[config.mk]
export PLATFORM = sky130hd
export DESIGN_NAME = cen_gen_multi
export DESIGN_NICKNAME = d
export VERILOG_FILES = /design/src/rtl/cen_gen_multi.sv
export SDC_FILE = /design/constraint.sdc
export NUM_CORES = 1
export LEC_CHECK = 0
export CAP_MARGIN = 20
export CELL_PAD_IN_SITES_DETAIL_PLACEMENT = 2
export CELL_PAD_IN_SITES_GLOBAL_PLACEMENT = 2
export CORE_UTILIZATION = 38
export CTS_CLUSTER_DIAMETER = 30
export CTS_CLUSTER_SIZE = 20
export DETAILED_ROUTE_END_ITERATION = 10
export PLACE_DENSITY = 0.95
export SLEW_MARGIN = 40
export SYNTH_ARGS = -nofsm -noshare
export SYNTH_HDL_FRONTEND = slang
export SYNTH_SLANG_ARGS = --single-unit
[constraint.sdc]
create_clock -name clk_sys -period 4.2 [get_ports clk_sys]
set_clock_uncertainty 0.05 [all_clocks]
set_input_delay 1.05 -clock clk_sys [delete_from_list [all_inputs] [get_ports clk_sys]]
set_output_delay 1.05 -clock clk_sys [all_outputs]
set_load 0.03 [all_outputs]
[src/rtl/cen_gen_multi.sv]
// cen_gen_multi
// Multi-channel clock-enable generator. Every channel divides clk_sys by a
// runtime-programmable terminal count. It produces a one-cycle main enable
// (cen) once per period and a one-cycle mid-period enable (cen_h).
// A new divisor written through div_wr is held as pending. It takes effect
// only when that channel wraps, so the enables never glitch.
//
// Ports:
//   clk_sys   in   system clock, all logic on its rising edge
//   reset     in   synchronous active-high reset
//   div_in    in   CHANNELS*CNT_W new terminal counts, channel i at [i*CNT_W +: CNT_W]
//   div_wr    in   per-channel write strobe for div_in
//   pause     in   freeze all counters and suppress all enables
//   resync    in   zero all counters and apply pending divisors immediately
//   cen       out  per-channel main enable, one cycle wide, period = div+1
//   cen_h     out  per-channel half-period enable, one cycle wide
//   upd_pend  out  per-channel flag: divisor captured but not yet applied
module cen_gen_multi #(
  parameter int                          CHANNELS    = 2,
  parameter int                          CNT_W       = 8,
  parameter logic [CHANNELS*CNT_W-1:0]   DEFAULT_DIV = {8'd16, 8'd47}
) (
  input  logic                          clk_sys,
  input  logic                          reset,
  input  logic [CHANNELS*CNT_W-1:0]     div_in,
  input  logic [CHANNELS-1:0]           div_wr,
  input  logic                          pause,
  input  logic                          resync,
  output logic [CHANNELS-1:0]           cen,
  output logic [CHANNELS-1:0]           cen_h,
  output logic [CHANNELS-1:0]           upd_pend
);

  for (genvar g = 0; g < CHANNELS; g++) begin : g_chan
    logic [CNT_W-1:0] cnt_q, cnt_d;
    logic [CNT_W-1:0] div_act_q, div_act_d;
    logic [CNT_W-1:0] div_pend_q, div_pend_d;
    logic             pend_q, pend_d;
    logic             cen_q, cen_d;
    logic             cen_h_q, cen_h_d;
    logic [CNT_W-1:0] div_slice;
    logic             at_wrap;
    logic             at_half;

    assign div_slice = div_in[g*CNT_W +: CNT_W];
    assign at_wrap   = (cnt_q == div_act_q);
    // A zero divisor wraps every cycle, so it has no meaningful midpoint.
    assign at_half   = (cnt_q == (div_act_q >> 1)) && (div_act_q != '0);

    always_comb begin
      cnt_d      = cnt_q;
      div_act_d  = div_act_q;
      div_pend_d = div_pend_q;
      pend_d     = pend_q;
      cen_d      = 1'b0;
      cen_h_d    = 1'b0;

      if (resync) begin
        // Only a captured divisor is applied. The stale div_pend contents
        // must not clobber the active divisor when nothing was written.
        cnt_d = '0;
        if (pend_q) begin
          div_act_d = div_pend_q;
          pend_d    = 1'b0;
        end
      end else if (!pause) begin
        cen_h_d = at_half;
        if (at_wrap) begin
          // cnt is zero whenever div_act changes, so it never exceeds div_act.
          cnt_d = '0;
          cen_d = 1'b1;
          if (pend_q) begin
            div_act_d = div_pend_q;
            pend_d    = 1'b0;
          end
        end else begin
          cnt_d = cnt_q + CNT_W'(1);
        end
      end

      // A write takes precedence over an apply on the same edge. The wrap or
      // resync then uses the older pending value, and the new one waits.
      if (div_wr[g]) begin
        div_pend_d = div_slice;
        pend_d     = 1'b1;
      end
    end

    always_ff @(posedge clk_sys) begin
      if (reset) begin
        cnt_q      <= '0;
        div_act_q  <= DEFAULT_DIV[g*CNT_W +: CNT_W];
        div_pend_q <= '0;
        pend_q     <= 1'b0;
        cen_q      <= 1'b0;
        cen_h_q    <= 1'b0;
      end else begin
        cnt_q      <= cnt_d;
        div_act_q  <= div_act_d;
        div_pend_q <= div_pend_d;
        pend_q     <= pend_d;
        cen_q      <= cen_d;
        cen_h_q    <= cen_h_d;
      end
    end

    assign cen[g]      = cen_q;
    assign cen_h[g]    = cen_h_q;
    assign upd_pend[g] = pend_q;
  end

endmodule

==> impl_metrics.yaml, run 1 <==
floorplanning:
  die_h_um: 84.6
  dieWidth_um: 84.6
  rows: 29
  boundaryPins: 28
  core_region_area_um2: 6460
  start_util_pct: 40.2
  die_area_um2: 7160
sta:
  min_period_over_period_pct: 72.4
  worst_pin_slew_ns: 0.756
  slew_headroom_pct: 49.4
  setup_violations: 0
  rsz0062_at_grt: "false"
  fin_tns_setup_ns: 0
  fmax_mhz: 329
  finalHoldViolCount: 0
  period_needed_ns: 3.04
  maxSlewViolCount: 0
  hold_ws_ns: 0.454
place:
  dp_hpwl_um: 4830
  port_buffers: 27
  place_area_um2: 2890
  place.gp.congestion: 0.888
routing:
  wl_per_cell_um: 18.3
  ant_nets: 0
  viasPerCell: 5.27
  drcViolationCount: 0
  drtIter0Drc: 45
  dr.pass1.iters: 6
  wl_um: 6770
  dr_total_vias: 1949
setup_path:
  cpPeakStageDelay_ns: 0.71
  arrival_ns: 3.22
  r2r-end: "g_chan[0].div_act_q[1]"
  required_ns: 4.38
  start_kind: "input port"
  critPathBufInv: 1
  rrSetupSlack_ns: 1.83
  cp_top_family: "compound AO/OA/AOI/OAI gates"
  crit_chain: "clkdlybuf4s50_1 > or4_4 > o41ai_4 > mux2i_1"
  cp-end-kind: "flop"
  slowest_stage: "o41ai_4"
  setup.worst_path.class: "input port to flop"
  reg2reg_depth: 4
  cp_max_fo: 8
  reg2reg_from: "g_chan[0].cnt_q[0]"
finish:
  fin_area_um2: 2970
  finish.utilization_pct: 46.0
  fin_nets: 317
  fillers: 684
  antenna_cells: 0
  drive_above_1_share_pct: 5.12
  regArea_um2: 1080
  area_delta_synth_final_pct: 14.6
  multi_input_area_um2: 1390
synthesis:
  synth-simple-area-share_pct: 20.9
  synthAdderAreaFrac_pct: 0.965
  synth_edf_count: 0
  synth_area_leaders: "dfxtp_1 (42%), mux2i_1 (13%), xnor2_1 (11%)"
  syn_inst: 276
  synthMuxAreaShare_pct: 13.1
  synth_top_family_by_area: "simple AND/OR/NAND/NOR gates"
  synth_nets: 300
  synth-seq-cells: 54
  synth.most_common_cell: "dfxtp_1"
  seq_area_frac_synth_pct: 41.7
  synth-compound-area-share_pct: 4.05
  syn_area_um2: 2590
  synthXorXnorAreaFrac_pct: 14.2
  ys_async_sr_fraction_pct: 0
  synth_top_cell_by_area: "dfxtp_1"
  synth_top_area_share_pct: 41.7
  avgSynthCellArea_um2: 9.40
  yosysWarnings: 0
  synth.distinct_cells: 30
  synth_flop_cell: "dfxtp_1"
  synthTopCellsByCount: "dfxtp_1 (54), nor2_1 (48), mux2i_1 (34)"
pwr:
  p_int_w: 0.000704
  p_seq_share_pct: 57.5
  pwr-share-clk_pct: 30.1
  switching_share_pct: 26.6
  p_per_area_nw_per_um2: 323
  power_w: 0.000959
  power.leakage_nw: 1.09
  vdd_drop_max_mv: 0.128
  p_comb_share_pct: 12.4
  switching_power_w: 0.000255
global_routing:
  grt.overflow.total: 0
  grt_pass1_vias: 2123
  grt_pass1_wl_um: 11100
  grt_max_degree: 53
  grt_usage_pct: 20.0
  grt_antenna_before_repair: 0
flow_run:
  cap_violations: 0
clock_tree:
  cts_sinks: 54
  root_buffer: "clkbuf_8"
  postCtsSetupBuffers: 0
  numCtsBuffers: 5
  postCtsResizedCells: 0
  cts_hold_buf: 0
  clkTransAtPathRegs_ns: 0.10
  cts.htree.levels: 2
  cts_tree: "built"
  clk_path_buf_depth: 2
  clk-insertion-delay-late_ns: 0.32
worst_hold_path:
  hold_depth: 2
  hp-class: "flop to flop"
  min_from: "g_chan[0].div_pend_q[6]"
  hold_path_end: "g_chan[0].div_act_q[6]"
run_status:
  outcome: "finished, final reports clean"
## worst reg2reg max path: cells and delay by family (launching register included)
kind / cells / cell delay [ns]
muxes: 1 / 0.34
and+or+nand+nor: 1 / 0.54
xor gates and xnor gates: 1 / 0.12
AOI/OAI and AO/OA: 1 / 0.71
DFF: 1 / 0.54
## layout by cell type, fill, tap and decap left out
cell	synthesis	layout
dfxtp_1	54	54
nor2_1	48	48
mux2i_1	34	34
xnor2_1	32	32
clkdlybuf4s50_1	0	27
nand2b_1	20	20
xor2_1	10	10
inv_1	7	7
nand3_1	7	7
nor3_1	7	7
nand2_1	6	6
nand4_1	5	5
clkbuf_8	0	5
nand4b_1	4	4
a21oi_1	4	4
buf_4	6	3
o41ai_4	1	2
nor2b_1	2	2
o22ai_1	2	2
nor4_1	2	2
and4b_1	2	2
ha_1	2	2
clkinvlp_4	0	2
or4_4	1	1
o41ai_2	2	1
nor4b_1	1	1
o31ai_2	1	1
and2_1	1	1
and3_1	1	1
## logic make-up (layout without fill, tap and decap cells)
kind of cell    Yosys count  after routing
xor+xnor                 42             42
simple gates            107            107
fa+ha+maj                 2              2
flops                    54             54
compound gates           10             10
buf+inv                  27             44
mux                      34             34
## per-layer routing
| metal | part of all wire, % | global-route usage, % | vias to the layer above | wire [um] |
|---|---|---|---|---|
| met5 | 0 | 0 | - | 0 |
| met4 | 1.7 | 6.32 | 0 | 116 |
| met3 | 1.9 | 2.46 | 9 | 126 |
| met2 | 51 | 36.1 | 29 | 3460 |
| met1 | 45 | 24.9 | 971 | 3070 |
| li1 | - | - | 940 | - |
## metrics by stage
step,worst slack [ns],instances
detailed placement,0.918,363
global placement,0.991,363
CTS,1.13,370
floorplan,1.64,276
finish,1.16,370
global route,1.08,370
## worst max path at each step
stage / end / cells after the start / from
after floorplan: g_chan[0].div_act_q[0] / 3 / pause
after global placement: g_chan[0].div_act_q[3] / 4 / pause
after detailed placement: g_chan[0].div_act_q[7] / 4 / pause
after CTS: g_chan[0].div_act_q[1] / 4 / pause
after global routing: g_chan[0].div_act_q[1] / 4 / pause
final: g_chan[0].div_act_q[1] / 4 / pause
## registers in the layout (all words and copies together) (netlist names)
signal	flops
g_chan.pend_q	2
g_chan.cnt_q	16
g_chan.div_pend_q	16
g_chan.cen_q	2
g_chan.cen_h_q	2
g_chan.div_act_q	16
## power by group through the flow
stage | logic [W] | registers (W) | clock network (W)
detailed placement | 0.000118 | 0.000562 | 0
global route | 0.000129 | 0.000554 | 0.000311
finish | 0.000119 | 0.000551 | 0.000289
CTS | 0.000120 | 0.000551 | 0.000295
floorplan | 0.0000785 | 0.000554 | 0
global placement | 0.000108 | 0.000560 | 0
## cell type report
cell class	count	area share, %
Multi-Input combinational cell	195	46.8
Inverter	7	0.884
Clock inverter	2	0.505
Timing Repair Buffer	30	9.85
Sequential cell	54	36.4
Tap cell	77	3.24
Clock buffer	5	2.32
Note: power is estimated with default switching activity, not from simulation.
==> run 2: changes to the inputs <==
Settings changed: CORE_UTILIZATION 38 to 35, PLACE_DENSITY 0.95 to 0.9.
Clock period 4.2 ns to 2.8 ns, I/O delays scaled along.
==> run 2 against run 1 <==
Compared with the run above:
- critical path depth is 2 higher
- combinational power is 53% higher
- non-clock buffer count is 4 higher
- routed wire length is 1.3% higher
- sequential power is 50% higher
- largest cell class unchanged
==> impl_metrics.yaml, run 2 (synthesis gave the netlist of run 1 again) <==
finish:
  final_cell_mix: "dfxtp_1 (54), nor2_1 (48), mux2i_1 (34)"
  drive_above_1_share_pct: 6.38
  top_regs: "g_chan.cnt_q x16, g_chan.div_act_q x16, g_chan.div_pend_q x16"
  fillers: 814
  fin_nets: 321
  regArea_um2: 1080
  multi_input_area_um2: 1380
  final_common_cell: "dfxtp_1"
  antenna_cells: 0
  area_delta_synth_final_pct: 17.4
floorplanning:
  boundaryPins: 28
  core_region_area_um2: 7210
  rows: 31
  dieWidth_um: 88.1
  die_h_um: 88.1
  die_area_um2: 7760
  start_util_pct: 36.0
routing:
  viasPerCell: 5.04
  wl_per_cell_um: 17.3
  dr.pass1.iters: 4
  dr_total_vias: 2000
  ant_nets: 0
  drcViolationCount: 0
  drtIter0Drc: 56
  wl_um: 6860
clock_tree:
  clk-insertion-delay-late_ns: 0.31
  cts.htree.levels: 2
  cts_sinks: 54
  clkTransAtPathRegs_ns: 0.10
  clk_path_buf_depth: 2
  numCtsBuffers: 5
  postCtsSetupBuffers: 0
  cts_hold_buf: 0
  postCtsResizedCells: 0
  cts_tree: "built"
  root_buffer: "clkbuf_8"
pwr:
  p_int_w: 0.00116
  power.leakage_nw: 1.13
  p_per_area_nw_per_um2: 508
  p_seq_share_pct: 53.3
  switching_share_pct: 25.3
  pwr-share-clk_pct: 34.9
  switching_power_w: 0.000392
  p_comb_share_pct: 11.8
  vdd_drop_max_mv: 0.189
sta:
  finalHoldViolCount: 0
  worst_pin_slew_ns: 0.575
  rsz0062_at_grt: "false"
  worst_slack_ns: 0.423
  setup_violations: 0
  period_needed_ns: 2.38
  maxSlewViolCount: 0
  fin_tns_setup_ns: 0
  min_period_over_period_pct: 84.9
  slew_headroom_pct: 61.5
  fmax_mhz: 421
global_routing:
  grt_pass1_vias: 2189
  grt_antenna_before_repair: 0
  grt_use_met3_pct: 3.39
  grt_usage_pct: 19.4
  use_met2_pct: 34.0
  busiest_layer: "met2"
  grt_pass1_wl_um: 11200
  grt_max_degree: 26
  grt.overflow.total: 0
  use_met1_pct: 23.4
setup_path:
  reg2reg_depth: 5
  reg2reg_from: "g_chan[0].cnt_q[0]"
  arrival_ns: 2.57
  r2r-end: "g_chan[0].div_act_q[2]"
  rrSetupSlack_ns: 0.75
  required_ns: 2.99
  start_kind: "input port"
  setup.worst_path.class: "input port to flop"
  cp_max_fo: 13
  cp-end-kind: "flop"
place:
  place.gp.congestion: 0.777
  dp_slack_ns: 0.164
  port_buffers: 27
  dp_hpwl_um: 4830
worst_hold_path:
  hold_path_end: "g_chan[1].div_act_q[7]"
  hp-class: "flop to flop"
  hold_depth: 2
  min_from: "g_chan[1].div_pend_q[7]"
flow_run:
  cap_violations: 0
run_status:
  outcome: "finished, final reports clean"
[run 2: cell count changes in the layout (fill, tap and decap cells not counted)]
cell,previous run,this run
clkbuf_1,0,1
o41ai_4,2,1
bufinv_16,0,1
o41ai_2,1,2
clkinvlp_4,2,1
buf_4,3,7
[run 2: power by group through the flow]
stage / Combinational (W) / Clock (W) / Sequential, W
floorplan: 0.000118 / 0 / 0.000831
global placement: 0.000168 / 0 / 0.000840
detailed placement: 0.000180 / 0 / 0.000842
CTS: 0.000185 / 0.000559 / 0.000825
global route: 0.000198 / 0.000590 / 0.000829
finish: 0.000182 / 0.000540 / 0.000825
[run 2: critical path, cell delays in order]
cell	delay, ns
clkdlybuf4s50_1	0.47
buf_4	0.22
nand4b_1	0.26
o41ai_2	0.43
buf_4	0.27
mux2i_1	0.21
[run 2: through the flow]
stage	area (um^2)	hold slack [ns]	power, W	std cells	utilization [%]
after floorplan	2590	0.401	0.000949	276	-
after global placement	2930	0.413	0.00101	389	40.7
after detailed placement	2930	0.431	0.00102	389	40.7
after CTS	3040	0.449	0.00157	397	42.2
after global routing	3040	0.475	0.00162	397	42.2
final	3040	0.440	0.00155	397	42.2
[run 2: final cells by class]
| type | instances | area share [%] |
|---|---|---|
| Tap cell | 99 | 4.07 |
| Sequential cell | 54 | 35.5 |
| Clock buffer | 6 | 2.38 |
| Clock inverter | 2 | 1.23 |
| Multi-Input combinational cell | 195 | 45.3 |
| Timing Repair Buffer | 34 | 10.6 |
| Inverter | 7 | 0.863 |
[run 2: metal layers]
layer,vias to the layer above,routed length [um]
li1,948,-
met2,34,3410
met5,-,0
met3,14,146
met4,0,209
met1,1004,3090
[run 2: how the worst max path moves through the flow]
stage                     slack [ns]                     end  cells after the start   from
after CTS                       0.45  g_chan[1].div_act_q[2]                      6  pause
after detailed placement        0.16  g_chan[0].div_act_q[2]                      5  pause
after floorplan                 0.59  g_chan[0].div_act_q[0]                      3  pause
final                           0.42  g_chan[1].div_act_q[2]                      6  pause
after global placement          0.21  g_chan[0].div_act_q[6]                      5  pause
after global routing            0.38  g_chan[1].div_act_q[2]                      6  pause
==> run 3: changes to the inputs <==
Settings changed: CORE_UTILIZATION 35 to 32, PLACE_DENSITY 0.9 to 0.87.
Clock period 2.8 ns to 2.04 ns, I/O delays scaled along.
==> run 3 against run 2 <==
Compared with the run above:
- worst setup slack worse by 0.34 ns
- routed wire length fell by 1.9%
- critical path type is now flop to output port
- non-clock buffer count rose by 13
- critical endpoint is now upd_pend[0]
- via count rose by 2.0%
- core utilization fell by 1.7 points
==> impl_metrics.yaml, run 3 (synthesis gave the netlist of run 1 again) <==
run_status:
  outcome: "finished, final reports clean"
clock_tree:
  cts_sinks: 54
  clkTransAtPathRegs_ns: 0.11
  cts_tree: "built"
  numCtsBuffers: 5
  clk_path_buf_depth: 2
  root_buffer: "clkbuf_8"
  cts.htree.levels: 2
  clk-insertion-delay-late_ns: 0.31
floorplanning:
  rows: 32
  boundaryPins: 28
  start_util_pct: 33.4
  die_area_um2: 8470
  die_h_um: 92.0
  dieWidth_um: 92.0
  core_region_area_um2: 7770
sta:
  setup_violations: 0
  maxSlewViolCount: 0
  finalHoldViolCount: 0
  slew_headroom_pct: 75.3
  worst_pin_slew_ns: 0.366
  rsz0062_at_grt: "false"
  period_needed_ns: 1.95
  fmax_mhz: 512
  min_period_over_period_pct: 95.7
  hold_ws_ns: 0.431
global_routing:
  grt_pass1_wl_um: 11400
  grt_max_degree: 51
  grt_pass1_vias: 2187
  grt_usage_pct: 17.3
  grt.overflow.total: 0
  grt_antenna_before_repair: 0
pwr:
  p_comb_share_pct: 12.9
  pwr-share-clk_pct: 31.1
  power_w: 0.00202
  switching_share_pct: 26.8
  power.leakage_nw: 1.21
  p_seq_share_pct: 56.0
  p_per_area_nw_per_um2: 642
  switching_power_w: 0.000540
  p_int_w: 0.00148
  vdd_drop_max_mv: 0.282
finish:
  area_delta_synth_final_pct: 21.3
  fin_nets: 334
  drive_above_1_share_pct: 10.6
  final_common_cell: "dfxtp_1"
  multi_input_area_um2: 1380
  regArea_um2: 1080
  top_regs: "g_chan.cnt_q x16, g_chan.div_act_q x16, g_chan.div_pend_q x16"
  fillers: 888
  final_cell_mix: "dfxtp_1 (54), nor2_1 (48), mux2i_1 (34)"
  antenna_cells: 0
place:
  port_buffers: 27
  place.gp.congestion: 0.799
  dp_hpwl_um: 4950
worst_hold_path:
  hp-class: "flop to flop"
routing:
  drtIter0Drc: 30
  dr_total_vias: 2040
  viasPerCell: 4.94
  drcViolationCount: 0
  wl_um: 6730
  wl_per_cell_um: 16.3
  ant_nets: 0
  dr.pass1.iters: 4
setup_path:
  critPathBufInv: 1
  cpPeakStageDelay_ns: 0.69
  start_kind: "flop"
  cp_top_family: "buffers and inverters"
  crit_chain: "clkdlybuf4s50_1"
  cp-end-kind: "output port"
  setup.worst_path.class: "flop to output port"
  required_ns: 1.48
  arrival_ns: 1.39
  cp_max_fo: 3
  slowest_stage: "clkdlybuf4s50_1"
flow_run:
  cap_violations: 0
## run 3: repair_timing
action                     4_1_cts  5_1_grt
gates resized for setup          1        1
setup endpoints to repair        1        8
setup buffers                    0        0
pin swaps                        0        2
hold buffers                     0        0
## run 3: power by group through the flow
stage / Combinational, W / Sequential, W / Clock [W]
2_1_floorplan: 0.000162 / 0.00114 / 0
3_3_place_gp: 0.000247 / 0.00115 / 0
5_1_grt: 0.000286 / 0.00113 / 0.000683
6_report: 0.000261 / 0.00113 / 0.000628
4_1_cts: 0.000265 / 0.00113 / 0.000655
3_5_place_dp: 0.000261 / 0.00115 / 0
## run 3: final timing paths
| check | startpoint | to | slack [ns] | cells after the start |
|---|---|---|---|---|
| max | g_chan[0].pend_q | upd_pend[0] | 0.09 | 1 |
| min | g_chan[1].div_pend_q[5] | g_chan[1].div_act_q[5] | 0.43 | 2 |
| max reg2reg | g_chan[0].div_act_q[1] | g_chan[0].div_act_q[3] | 0.10 | 5 |
| min reg2reg | g_chan[1].div_pend_q[5] | g_chan[1].div_act_q[5] | 0.43 | 2 |
## run 3: layout make-up
type	count	area share (%)
multi-input combinational	195	43.9
sequential	54	34.4
tap	102	4.06
clock buffer	5	2.19
inverter	7	0.835
timing repair buffer	47	14.0
clock inverter	3	0.716
## run 3: metal layers
layer / GRT usage [%] / wire length, um
met1: 22.1 / 3190
met2: 30.0 / 3260
met3: 2.07 / 144
met4: 6.25 / 129
met5: 0 / 0
## run 3: metrics by stage
step | setup slack [ns] | util (%) | instances | setup TNS, ns | instance area, um^2
2_1_floorplan | 0.0434 | - | 276 | 0 | 2590
3_3_place_gp | -0.252 | 39.2 | 405 | -5.37 | 3050
3_5_place_dp | -0.366 | 39.2 | 405 | -6.71 | 3050
4_1_cts | 0.0135 | 40.5 | 413 | 0 | 3140
5_1_grt | 0.0193 | 40.5 | 413 | 0 | 3150
6_report | 0.0869 | 40.5 | 413 | 0 | 3150
